===== config.mk =====
export PLATFORM = sky130hd
export DESIGN_NAME = trap_pipe_unit
export DESIGN_NICKNAME = d
export VERILOG_FILES = /design/src/rtl/ppc_types.sv /design/src/rtl/trap_compare.sv /design/src/rtl/trap_pipe_unit.sv
export SDC_FILE = /design/constraint.sdc
export NUM_CORES = 1
export LEC_CHECK = 0
export ABC_AREA = 1
export ABC_CLOCK_PERIOD_IN_PS = 2200
export BUFFER_PORTS_ARGS = -buffer_cell sky130_fd_sc_hd__clkbuf_2
export CAP_MARGIN = 30
export CORE_MARGIN = 1
export CORE_UTILIZATION = 45
export CTS_CLUSTER_DIAMETER = 200
export DETAILED_ROUTE_END_ITERATION = 10
export PLACE_DENSITY = 0.68
export SKIP_CTS_REPAIR_TIMING = 1
export SLEW_MARGIN = 15
export SYNTH_ARGS = -nofsm -noshare
export SYNTH_HDL_FRONTEND = slang
export SYNTH_SLANG_ARGS = --single-unit

===== constraint.sdc =====
create_clock -name clk -period 2.2 [get_ports clk]
set_input_delay 0.33 -clock clk [delete_from_list [all_inputs] [get_ports clk]]
set_output_delay 0.33 -clock clk [all_outputs]
set_load 0.01 [all_outputs]

===== src/rtl/ppc_types.sv =====
// Shared types for the PowerPC trap pipeline: TO field layout and compare-bit indices.
package ppc_types;

  localparam int TRAP_TO_LT  = 0;
  localparam int TRAP_TO_GT  = 1;
  localparam int TRAP_TO_EQ  = 2;
  localparam int TRAP_TO_LTU = 3;
  localparam int TRAP_TO_GTU = 4;
  localparam int TRAP_NUM_TO = 5;

  // TO uses ISA bit numbering: to[0] is the signed less-than condition.
  typedef struct packed {
    logic [0:TRAP_NUM_TO-1] to;
    logic                   dword;
  } trap_ctrl_t;

endpackage


===== src/rtl/trap_compare.sv =====
// Combinational tw/td compare: five TO-gated hit bits.
// Narrow compares use the architectural low word, which is op[31:0] in this little-endian vector.
module trap_compare
  import ppc_types::*;
#(
  parameter int XLEN = 32
) (
  input  logic [XLEN-1:0]         op1,
  input  logic [XLEN-1:0]         op2,
  input  trap_ctrl_t              control,
  output logic [0:TRAP_NUM_TO-1]  hit
);

  logic wide;
  logic lt_s;
  logic gt_s;
  logic eq;
  logic lt_u;
  logic gt_u;

  always_comb begin
    // dword only has meaning on a 64-bit datapath
    wide = (XLEN == 64) && control.dword;
    if (wide) begin
      lt_s = $signed(op1) < $signed(op2);
      gt_s = $signed(op1) > $signed(op2);
      eq   = op1 == op2;
      lt_u = op1 < op2;
      gt_u = op1 > op2;
    end else begin
      lt_s = $signed(op1[31:0]) < $signed(op2[31:0]);
      gt_s = $signed(op1[31:0]) > $signed(op2[31:0]);
      eq   = op1[31:0] == op2[31:0];
      lt_u = op1[31:0] < op2[31:0];
      gt_u = op1[31:0] > op2[31:0];
    end

    hit              = '0;
    hit[TRAP_TO_LT]  = control.to[TRAP_TO_LT]  & lt_s;
    hit[TRAP_TO_GT]  = control.to[TRAP_TO_GT]  & gt_s;
    hit[TRAP_TO_EQ]  = control.to[TRAP_TO_EQ]  & eq;
    hit[TRAP_TO_LTU] = control.to[TRAP_TO_LTU] & lt_u;
    hit[TRAP_TO_GTU] = control.to[TRAP_TO_GTU] & gt_u;
  end

endmodule


===== src/rtl/trap_pipe_unit.sv =====
// Trap-condition pipeline: STAGES elastic slots, operands in slot 0, compare result from slot 1 on.
// Define TRAP_CAUSE_EN to carry the per-TO hit vector to port cause.
module trap_pipe_unit
  import ppc_types::*;
#(
  parameter int RS_ID_WIDTH = 5,
  parameter int XLEN        = 32,
  parameter int STAGES      = 2
) (
  input  logic                   clk,
  input  logic                   rst,
  input  logic                   flush,
  input  logic                   input_valid,
  output logic                   input_ready,
  input  logic [RS_ID_WIDTH-1:0] rs_id_in,
  input  logic [XLEN-1:0]        op1,
  input  logic [XLEN-1:0]        op2,
  input  trap_ctrl_t             control,
  output logic                   output_valid,
  input  logic                   output_ready,
  output logic [RS_ID_WIDTH-1:0] rs_id_out,
  output logic                   trap
`ifdef TRAP_CAUSE_EN
  ,
  output logic [0:TRAP_NUM_TO-1] cause
`endif
);

  logic [STAGES-1:0]      valid_q;
  logic [STAGES-1:0]      valid_d;
  logic [STAGES-1:0]      en;
  logic [RS_ID_WIDTH-1:0] rs_id_q [STAGES];
  logic [RS_ID_WIDTH-1:0] rs_id_d [STAGES];
  logic [XLEN-1:0]        op1_q;
  logic [XLEN-1:0]        op1_d;
  logic [XLEN-1:0]        op2_q;
  logic [XLEN-1:0]        op2_d;
  trap_ctrl_t             ctrl_q;
  trap_ctrl_t             ctrl_d;
  logic [STAGES-1:1]      trap_q;
  logic [STAGES-1:1]      trap_d;
  logic [0:TRAP_NUM_TO-1] hit;
`ifdef TRAP_CAUSE_EN
  logic [0:TRAP_NUM_TO-1] hit_q [1:STAGES-1];
  logic [0:TRAP_NUM_TO-1] hit_d [1:STAGES-1];
`endif

  trap_compare #(
    .XLEN    (XLEN)
  ) u_compare (
    .op1     (op1_q),
    .op2     (op2_q),
    .control (ctrl_q),
    .hit     (hit)
  );

  // A slot may load when it is empty or the slot downstream of it is moving.
  always_comb begin
    en[STAGES-1] = ~valid_q[STAGES-1] | output_ready;
    for (int i = STAGES - 2; i >= 0; i--) begin
      en[i] = ~valid_q[i] | en[i+1];
    end
  end

  assign input_ready = en[0] & ~flush;

  always_comb begin
    valid_d = valid_q;
    rs_id_d = rs_id_q;
    op1_d   = op1_q;
    op2_d   = op2_q;
    ctrl_d  = ctrl_q;
    trap_d  = trap_q;
`ifdef TRAP_CAUSE_EN
    hit_d   = hit_q;
`endif

    if (en[0]) begin
      valid_d[0] = input_valid;
      rs_id_d[0] = rs_id_in;
      op1_d      = op1;
      op2_d      = op2;
      ctrl_d     = control;
    end

    if (en[1]) begin
      valid_d[1] = valid_q[0];
      rs_id_d[1] = rs_id_q[0];
      trap_d[1]  = |hit;
`ifdef TRAP_CAUSE_EN
      hit_d[1]   = hit;
`endif
    end

    for (int i = 2; i < STAGES; i++) begin
      if (en[i]) begin
        valid_d[i] = valid_q[i-1];
        rs_id_d[i] = rs_id_q[i-1];
        trap_d[i]  = trap_q[i-1];
`ifdef TRAP_CAUSE_EN
        hit_d[i]   = hit_q[i-1];
`endif
      end
    end

    // Flush wins over any handshake; payloads left behind are don't-care.
    if (flush) begin
      valid_d = '0;
    end
  end

  always_ff @(posedge clk) begin
    if (rst) begin
      valid_q <= '0;
      op1_q   <= '0;
      op2_q   <= '0;
      ctrl_q  <= '0;
      trap_q  <= '0;
      for (int i = 0; i < STAGES; i++) begin
        rs_id_q[i] <= '0;
      end
`ifdef TRAP_CAUSE_EN
      for (int i = 1; i < STAGES; i++) begin
        hit_q[i] <= '0;
      end
`endif
    end else begin
      valid_q <= valid_d;
      rs_id_q <= rs_id_d;
      op1_q   <= op1_d;
      op2_q   <= op2_d;
      ctrl_q  <= ctrl_d;
      trap_q  <= trap_d;
`ifdef TRAP_CAUSE_EN
      hit_q   <= hit_d;
`endif
    end
  end

  assign output_valid = valid_q[STAGES-1];
  assign rs_id_out    = rs_id_q[STAGES-1];
  assign trap         = trap_q[STAGES-1];
`ifdef TRAP_CAUSE_EN
  assign cause        = hit_q[STAGES-1];
`endif

endmodule


==> results of run 1 <==
## synthesized netlist by cell type, drive strengths merged
cell type and count:
a21o 1, a21oi 90, buf 16, clkbuf 21
dfxtp 82, ha 32, inv 50, nand2 123
nand3 81, nand4 2, nor2 23, o21a 2
o21ai 8
## path summary, 6_finish.rpt
| kind | from | endpoint | slack [ns] |
|---|---|---|---|
| max | op2_q[11] | trap | 0.36 |
| min | input_valid | valid_q[0] | 0.20 |
| max reg2reg | op2_q[11] | trap | 0.36 |
| min reg2reg | op2_q[4] | op2_q[4] | 0.48 |
## layout make-up
cell class	instances	area (µm²)
fill	851	3720
multi-input combinational	362	1920
sequential	82	1640
timing repair buffer	92	488
inverter	50	188
clock buffer	11	131
tap	105	131
clock inverter	5	78.8
## routing by layer
| layer | track usage | routed length (µm) | up-vias |
|---|---|---|---|
| met5 | 0 | 0 | - |
| met2 | 0.390 | 4450 | 74 |
| met3 | 0.0391 | 311 | 11 |
| met1 | 0.224 | 3770 | 1678 |
| met4 | 0.0669 | 124 | 0 |
| li1 | - | - | 1866 |
## power groups by stage
| stage | registers (mW) | clock network [mW] | logic, mW |
|---|---|---|---|
| finish | 1.61 | 1.16 | 0.396 |
| global route | 1.62 | 1.24 | 0.463 |
| global placement | 1.64 | 0 | 0.385 |
| CTS | 1.61 | 1.19 | 0.401 |
| detailed placement | 1.64 | 0 | 0.398 |
| floorplan | 1.63 | 0 | 0.262 |
## worst max-delay path, delay by kind of cell (launching register included)
family / cells / cell delay, ns
AND/OR/NAND/NOR: 7 / 0.60
AO/OA/AOI/OAI: 3 / 0.43
flip-flops: 1 / 0.37
adder cells (fa/ha/maj): 1 / 0.31
buffers and inverters: 2 / 0.08
## flip-flops by register name, summed over array words and instances, names as in the netlist
name,cells
ctrl_q,5
op1_q,32
op2_q,32
rs_id_out,5
rs_id_q,5
trap,1
valid_q,2
## through the flow
stage          setup WS [ns]  instance area, µm²  hold slack [ns]
2_1_floorplan          0.585                3900            0.456
3_3_place_gp           0.442                4370            0.470
3_5_place_dp           0.368                4370            0.474
4_1_cts                0.347                4580            0.183
5_1_grt                0.178                4580            0.200
6_report               0.364                4580            0.196
## cells by family after synthesis
logic type	synth area share
AND/OR/NAND/NOR	0.253
AO/OA/AOI/OAI	0.133
buffers and inverters	0.0895
flip-flops	0.421
adder cells (fa/ha/maj)	0.103
==> results.cfg, run 1 <==
[worst_setup_path]
critPathLaunchType = register
slowest_delay_ns = 0.37
crit_top_cell = nand2_1
worst_ep_arrival_time_ns = 2.12
worst-path-max-fanout = 4
reg2regPathDepth = 13
slowest_stage = dfxtp_1
crit_chain = inv_1 > ha_1 > a21oi_1 > nand2_1 > a21oi_1 > nand2_1 > nand2_2 > nand2_1 > nand2_1 > nand3_1 > nand2_2 > inv_2 > a21oi_2
critPathKind = register to register
end_kind = register
crit_required_ns = 2.48

[timing]
finClkSkew_ns = 0.0115
post-route-period-util = 0.835
fin_tns_setup_ns = 0
drv_slew = 0
setup_viol = 0
fmax_mhz = 545
finalHoldViolations = 0
tightestPinTransition_ns = 0.764
final.min_clock_period_ns = 1.84
relSlewSlack = 0.491
grt_setup_unrepaired = no

[logic_synthesis]
seq_area_frac_synth = 0.421
yosys_warnings = 0
netlist.area_leader.share = 0.421
syn_nets = 643
netlist_area_um2 = 3900
avgSynthCellArea_um2 = 7.34
syn_inst = 531
synth_cell_types = 20
synth_top_area_cell = dfxtp_1
ys_ff_latch = 82
synth.top_cells.by_area = dfxtp_1 42%, nand2_1 11%, a21oi_1 11%

[clock_tree]
cts-root-buf = clkbuf_8
cts_tree = yes
clockBufferDepth = 2
cts_made_buffers = 9
cts.sinks = 82
cts.clk_slew.worst_paths_ns = 0.08
clock_latency_ns = 0.35
h-tree-depth = 3

[final_layout]
final_common_cell = nand2_1
areaGrowthSynthToFinish_pct = 17.4
layout_common_cells = 118 x nand2_1, 88 x a21oi_1, 86 x clkbuf_2, 81 x nand3_1, 81 x dfxtp_1
fin_cells = 707
final_core_util = 0.551
diodes = 0
drive_above_1_share = 0.198
fin_nets = 709

[pwr]
ir_worst_vdd_uv = 391
pwr-share-clk = 0.367
pwr-share-seq = 0.508
leakagePower_nw = 2.27
p_total_mw = 3.17
intPower_mw = 2.38
netSwitchingPower_mw = 0.789
p_sw_frac = 0.249
power_frac_comb = 0.125
power.density_nw_per_um2 = 693

[drt]
wl_mm = 8.66
routed_via_density = 5.13
drtIter0Drc = 145
drc = 0
route.vias.total = 3629
wl_per_cell_um = 12.2
drt_pass1_iterations = 4
detail-route-antenna-nets = 0

[floorplan]
dieArea_um2 = 9040
row_count = 33
fp.dieH_um = 95.1
ios = 88
core_um2 = 8300
die_x_um = 95.1
start_util = 0.470

[worst_hold_path]
whs_path_depth = 3
hold_class = primary input to register

[placed_design]
dp.cells = 691
port_buffers = 86
dp_hpwl_mm = 5.97
place_congestion = 0.741

[grt]
grt_overflow = 0
grt_start_max_net_pins = 76
grt_pass1_wl_mm = 14.6
grt_pass1_vias = 3462
antenna_found_initial = 0
track_usage = 0.204

[run_status]
outcome = complete, no violations

[job]
max_cap_viol_count = 0
No activity file was read; power rests on OpenSTA's default activity.
==> run 2: changes to the inputs <==
--- a/config.mk
+++ b/config.mk
@@ -6,7 +6,7 @@
 export NUM_CORES = 1
 export LEC_CHECK = 0
 export ABC_AREA = 1
-export ABC_CLOCK_PERIOD_IN_PS = 2200
+export ABC_CLOCK_PERIOD_IN_PS = 1800
 export BUFFER_PORTS_ARGS = -buffer_cell sky130_fd_sc_hd__clkbuf_2
 export CAP_MARGIN = 30
 export CORE_MARGIN = 1
==> constraint.sdc (replaced) <==
create_clock -name clk -period 1.8 [get_ports clk]
set_input_delay 0.27 -clock clk [delete_from_list [all_inputs] [get_ports clk]]
set_output_delay 0.27 -clock clk [all_outputs]
set_load 0.01 [all_outputs]
==> results.cfg, run 2 (synthesized netlist as in run 1, its figures left out) <==
[grt]
grt_overflow = 0
track_usage = 0.204
grtUsageMet3 = 0.0558
use_met1 = 0.224
busiest_layer = met2
antenna_found_initial = 0
use_met2 = 0.384
grt_pass1_vias = 3384
grt_pass1_wl_mm = 14.4
grt_start_max_net_pins = 76

[drt]
route.vias.total = 3697
wl_mm = 9.25
detail-route-antenna-nets = 0
wl_per_cell_um = 12.9
drtIter0Drc = 110
drt_pass1_iterations = 4
routed_via_density = 5.17
drc = 0

[timing]
relSlewSlack = 0.651
finalHoldViolations = 0
tightestPinTransition_ns = 0.523
post-route-period-util = 0.966
final.min_clock_period_ns = 1.74
fmax_mhz = 575
grt_setup_unrepaired = yes
drv_slew = 0
holdWs_ns = 0.124
setup_viol = 0
finClkSkew_ns = 0.00855

[clock_tree]
h-tree-depth = 3
cts_tree = yes
cts.clk_slew.worst_paths_ns = 0.08
cts.sinks = 82
cts-root-buf = clkbuf_8
cts_made_buffers = 9
clock_latency_ns = 0.35
clockBufferDepth = 2

[final_layout]
diodes = 0
layout_common_cells = 106 x nand2_1, 86 x clkbuf_2, 80 x nand3_1, 80 x a21oi_1, 62 x dfxtp_1
drive_above_1_share = 0.321
areaGrowthSynthToFinish_pct = 28.4
fin_cells = 715
multiInputGateArea_um2 = 2250
final_common_cell = nand2_1
largestRegisters = op1_q x32, op2_q x32
seq_area_um2 = 1670
fin_nets = 717
nFillCells = 766

[placed_design]
dp_hpwl_mm = 6.08
dp.cells = 695
place_congestion = 0.759
port_buffers = 86

[job]
max_cap_viol_count = 0

[worst_hold_path]
hold_class = primary input to register
whs_path_depth = 3
min_from = input_valid
hold_end = valid_q[0]

[worst_setup_path]
r2r_start = op2_q[23]
crit_required_ns = 2.04
reg2reg_setup_slack_ns = 0.06
worst-path-buf-inv = 1
critPathLaunchType = register
crit_chain = inv_2 > ha_4 > nand2_4 > nor2_4 > nand4_1 > nor2_4 > nand2_2 > nand2_2 > nand2_1 > nand3_1 > nand2_1 > nand2_1 > a21oi_2
path_delay_family = simple AND/OR/NAND/NOR gates
crit_top_cell = nand2_1
critPathKind = register to register
reg2regPathDepth = 13
worst_ep_arrival_time_ns = 1.98
slowest_delay_ns = 0.35
end_kind = register
worst-path-max-fanout = 4
r2r-end = trap
slowest_stage = dfxtp_2
startpoint = op2_q[23]

[floorplan]
ios = 88
dieArea_um2 = 9040
row_count = 33
die_x_um = 95.1
fp.dieH_um = 95.1
core_um2 = 8300
start_util = 0.470

[pwr]
ir_worst_vdd_uv = 437
power.density_nw_per_um2 = 784
leakagePower_nw = 2.33

[run_status]
outcome = complete, no violations
## run 2: cell types whose count changed in the layout (fill, tap and decap cells not counted), sizes merged
cell	delta
clkinvlp	+2
bufinv	-1
clkbuf	-1
buf	+8
## run 2: layout make-up
class | instances | area share
clock buffer | 10 | 0.0255
timing repair buffer | 100 | 0.114
multi-input combinational | 362 | 0.450
inverter | 50 | 0.0375
sequential | 82 | 0.333
clock inverter | 6 | 0.0135
tap | 105 | 0.0262
## run 2: where the power goes
part	internal [mW]	total, mW	switching (mW)	leakage (nW)
Combinational	0.294	0.619	0.325	1.55
Sequential	1.92	1.98	0.0659	0.688
Clock	0.644	1.32	0.679	0.0925
## run 2: worst max path at each step
stage | end | cells past startpoint | slack [ns]
2_1_floorplan | trap | 12 | 0.19
6_report | trap | 13 | 0.06
4_1_cts | trap | 13 | -0.04
3_3_place_gp | trap | 13 | 0.07
3_5_place_dp | trap | 13 | -0.005
5_1_grt | trap | 13 | -0.09
## run 2: routing by layer
| layer | wire length [µm] | up-vias |
|---|---|---|
| li1 | - | 1889 |
| met1 | 3950 | 1713 |
| met2 | 4870 | 89 |
| met3 | 376 | 6 |
| met4 | 56 | 0 |
| met5 | 0 | - |
## run 2: metrics by stage
stage                     setup WS [ns]  utilization  cell area (µm²)  setup TNS, ns  power, mW
after global routing            -0.0893        0.603             5010        -0.0893       4.13
after global placement           0.0740        0.533             4420              0       2.49
after floorplan                   0.185            -             3900              0       2.32
after CTS                       -0.0387        0.556             4620        -0.0387       3.82
after detailed placement       -0.00490        0.533             4420       -0.00490       2.51
final                            0.0619        0.603             5010              0       3.92
## run 2: worst min-delay path, delay by kind of cell
kind	cells	cell delay [ns]
buffers and inverters	2	0.12
AO/OA/AOI/OAI	1	0.05
==> run 3: changes to the inputs <==
--- a/config.mk
+++ b/config.mk
@@ -7,7 +7,7 @@
 export LEC_CHECK = 0
 export ABC_AREA = 1
 export ABC_CLOCK_PERIOD_IN_PS = 1800
-export BUFFER_PORTS_ARGS = -buffer_cell sky130_fd_sc_hd__clkbuf_2
+export BUFFER_PORTS_ARGS = -buffer_cell sky130_fd_sc_hd__buf_2
 export CAP_MARGIN = 30
 export CORE_MARGIN = 1
 export CORE_UTILIZATION = 45
==> results.cfg, run 3 (synthesized netlist as in run 1, its figures left out) <==
[pwr]
p_total_mw = 3.85
power.density_nw_per_um2 = 782
ir_worst_vdd_uv = 347
leakagePower_nw = 2.30

[grt]
track_usage = 0.207
grt_start_max_net_pins = 76
antenna_found_initial = 0
grt_pass1_vias = 3426
grt_overflow = 0
grt_pass1_wl_mm = 14.8

[clock_tree]
cts_tree = yes
h-tree-depth = 3
cts-root-buf = clkbuf_8
clockBufferDepth = 2
cts_made_buffers = 9
clock_latency_ns = 0.34
cts.sinks = 82
cts.clk_slew.worst_paths_ns = 0.08

[worst_setup_path]
critPathLaunchType = register
worst_ep_arrival_time_ns = 1.97
worst-path-max-fanout = 4
end_kind = register
critPathKind = register to register
crit_required_ns = 2.04

[final_layout]
layout_common_cells = 111 x nand2_1, 86 x buf_2, 79 x nand3_1, 78 x a21oi_1, 61 x dfxtp_1
largestRegisters = op1_q x32, op2_q x32
drive_above_1_share = 0.304
diodes = 0
areaGrowthSynthToFinish_pct = 26.3
fin_nets = 715
seq_area_um2 = 1670
nFillCells = 799
multiInputGateArea_um2 = 2210
final_core_util = 0.594
final_common_cell = nand2_1

[floorplan]
dieArea_um2 = 9040
die_x_um = 95.1
fp.dieH_um = 95.1
start_util = 0.470
ios = 88
core_um2 = 8300
row_count = 33

[drt]
route.met3.wl_um = 285
detail-route-antenna-nets = 0
drc = 0
route.vias.total = 3677
wl_mm = 9.15
wl_per_cell_um = 12.8
wl_met2_mm = 4.85
drtIter0Drc = 89
drt_pass1_iterations = 4
routed_via_density = 5.16
dr.max_layer_used = met4
met1Wirelength_mm = 3.95

[placed_design]
port_buffers = 86
place_congestion = 0.757
pre_cts_ws_ns = 0.00592
dp_hpwl_mm = 6.12

[timing]
drv_slew = 0
finClkSkew_ns = 0.00704
fmax_mhz = 577
finalHoldViolations = 0
timing.final.ws_setup_ns = 0.0679
relSlewSlack = 0.663
tightestPinTransition_ns = 0.505
setup_viol = 0
holdWs_ns = 0.144
fin_tns_setup_ns = 0
final.min_clock_period_ns = 1.73
post-route-period-util = 0.962
grt_setup_unrepaired = yes

[run_status]
outcome = complete, no violations

[job]
max_cap_viol_count = 0

[worst_hold_path]
hold_class = primary input to register
## run 3: power by group
part	total [mW]	internal [mW]	leakage, nW	switching [mW]
combinational	0.590	0.277	1.52	0.313
sequential	1.98	1.92	0.688	0.0647
clock	1.28	0.638	0.0893	0.642
## run 3: per-stage QoR
stage,cell area (µm²),cells
2_1_floorplan,3900,531
3_5_place_dp,4400,694
3_3_place_gp,4400,694
6_report,4930,713
4_1_cts,4590,710
5_1_grt,4930,713
## run 3: routing by layer
layer	GRT usage	up-vias
met5	0	-
met4	0.0745	0
met3	0.0295	6
met2	0.378	60
met1	0.245	1731
li1	-	1880
## run 3: path summary, 6_finish.rpt
kind                end  cells past startpoint  slack, ns   startpoint
min          valid_q[0]                      3       0.14  input_valid
min reg2reg   op2_q[15]                      2       0.48    op2_q[15]
max reg2reg        trap                     15       0.07    op2_q[13]
max                trap                     15       0.07    op2_q[13]
## run 3: worst max-delay path, stage by stage, from the launching register on
cell and delay, ns:
dfxtp_2 0.33, inv_1 0.06, ha_4 0.26, nand2_1 0.05, nor2_2 0.16, nand2_1 0.10
inv_1 0.07, nand2_1 0.07, nand2_2 0.08, nand2_2 0.08, nand2_2 0.10, nand2_2 0.06
nand3_2 0.05, nand2_1 0.05, nand2_1 0.07, a21oi_2 0.04
## run 3: area by class of cell
| cell class | count | area share |
|---|---|---|
| multi-input cells | 362 | 0.448 |
| flip-flops and latches | 82 | 0.339 |
| repair buffers | 98 | 0.111 |
| inverters | 50 | 0.0381 |
| clock buffers | 11 | 0.0267 |
| well taps | 105 | 0.0267 |
| clock inverters | 5 | 0.0112 |
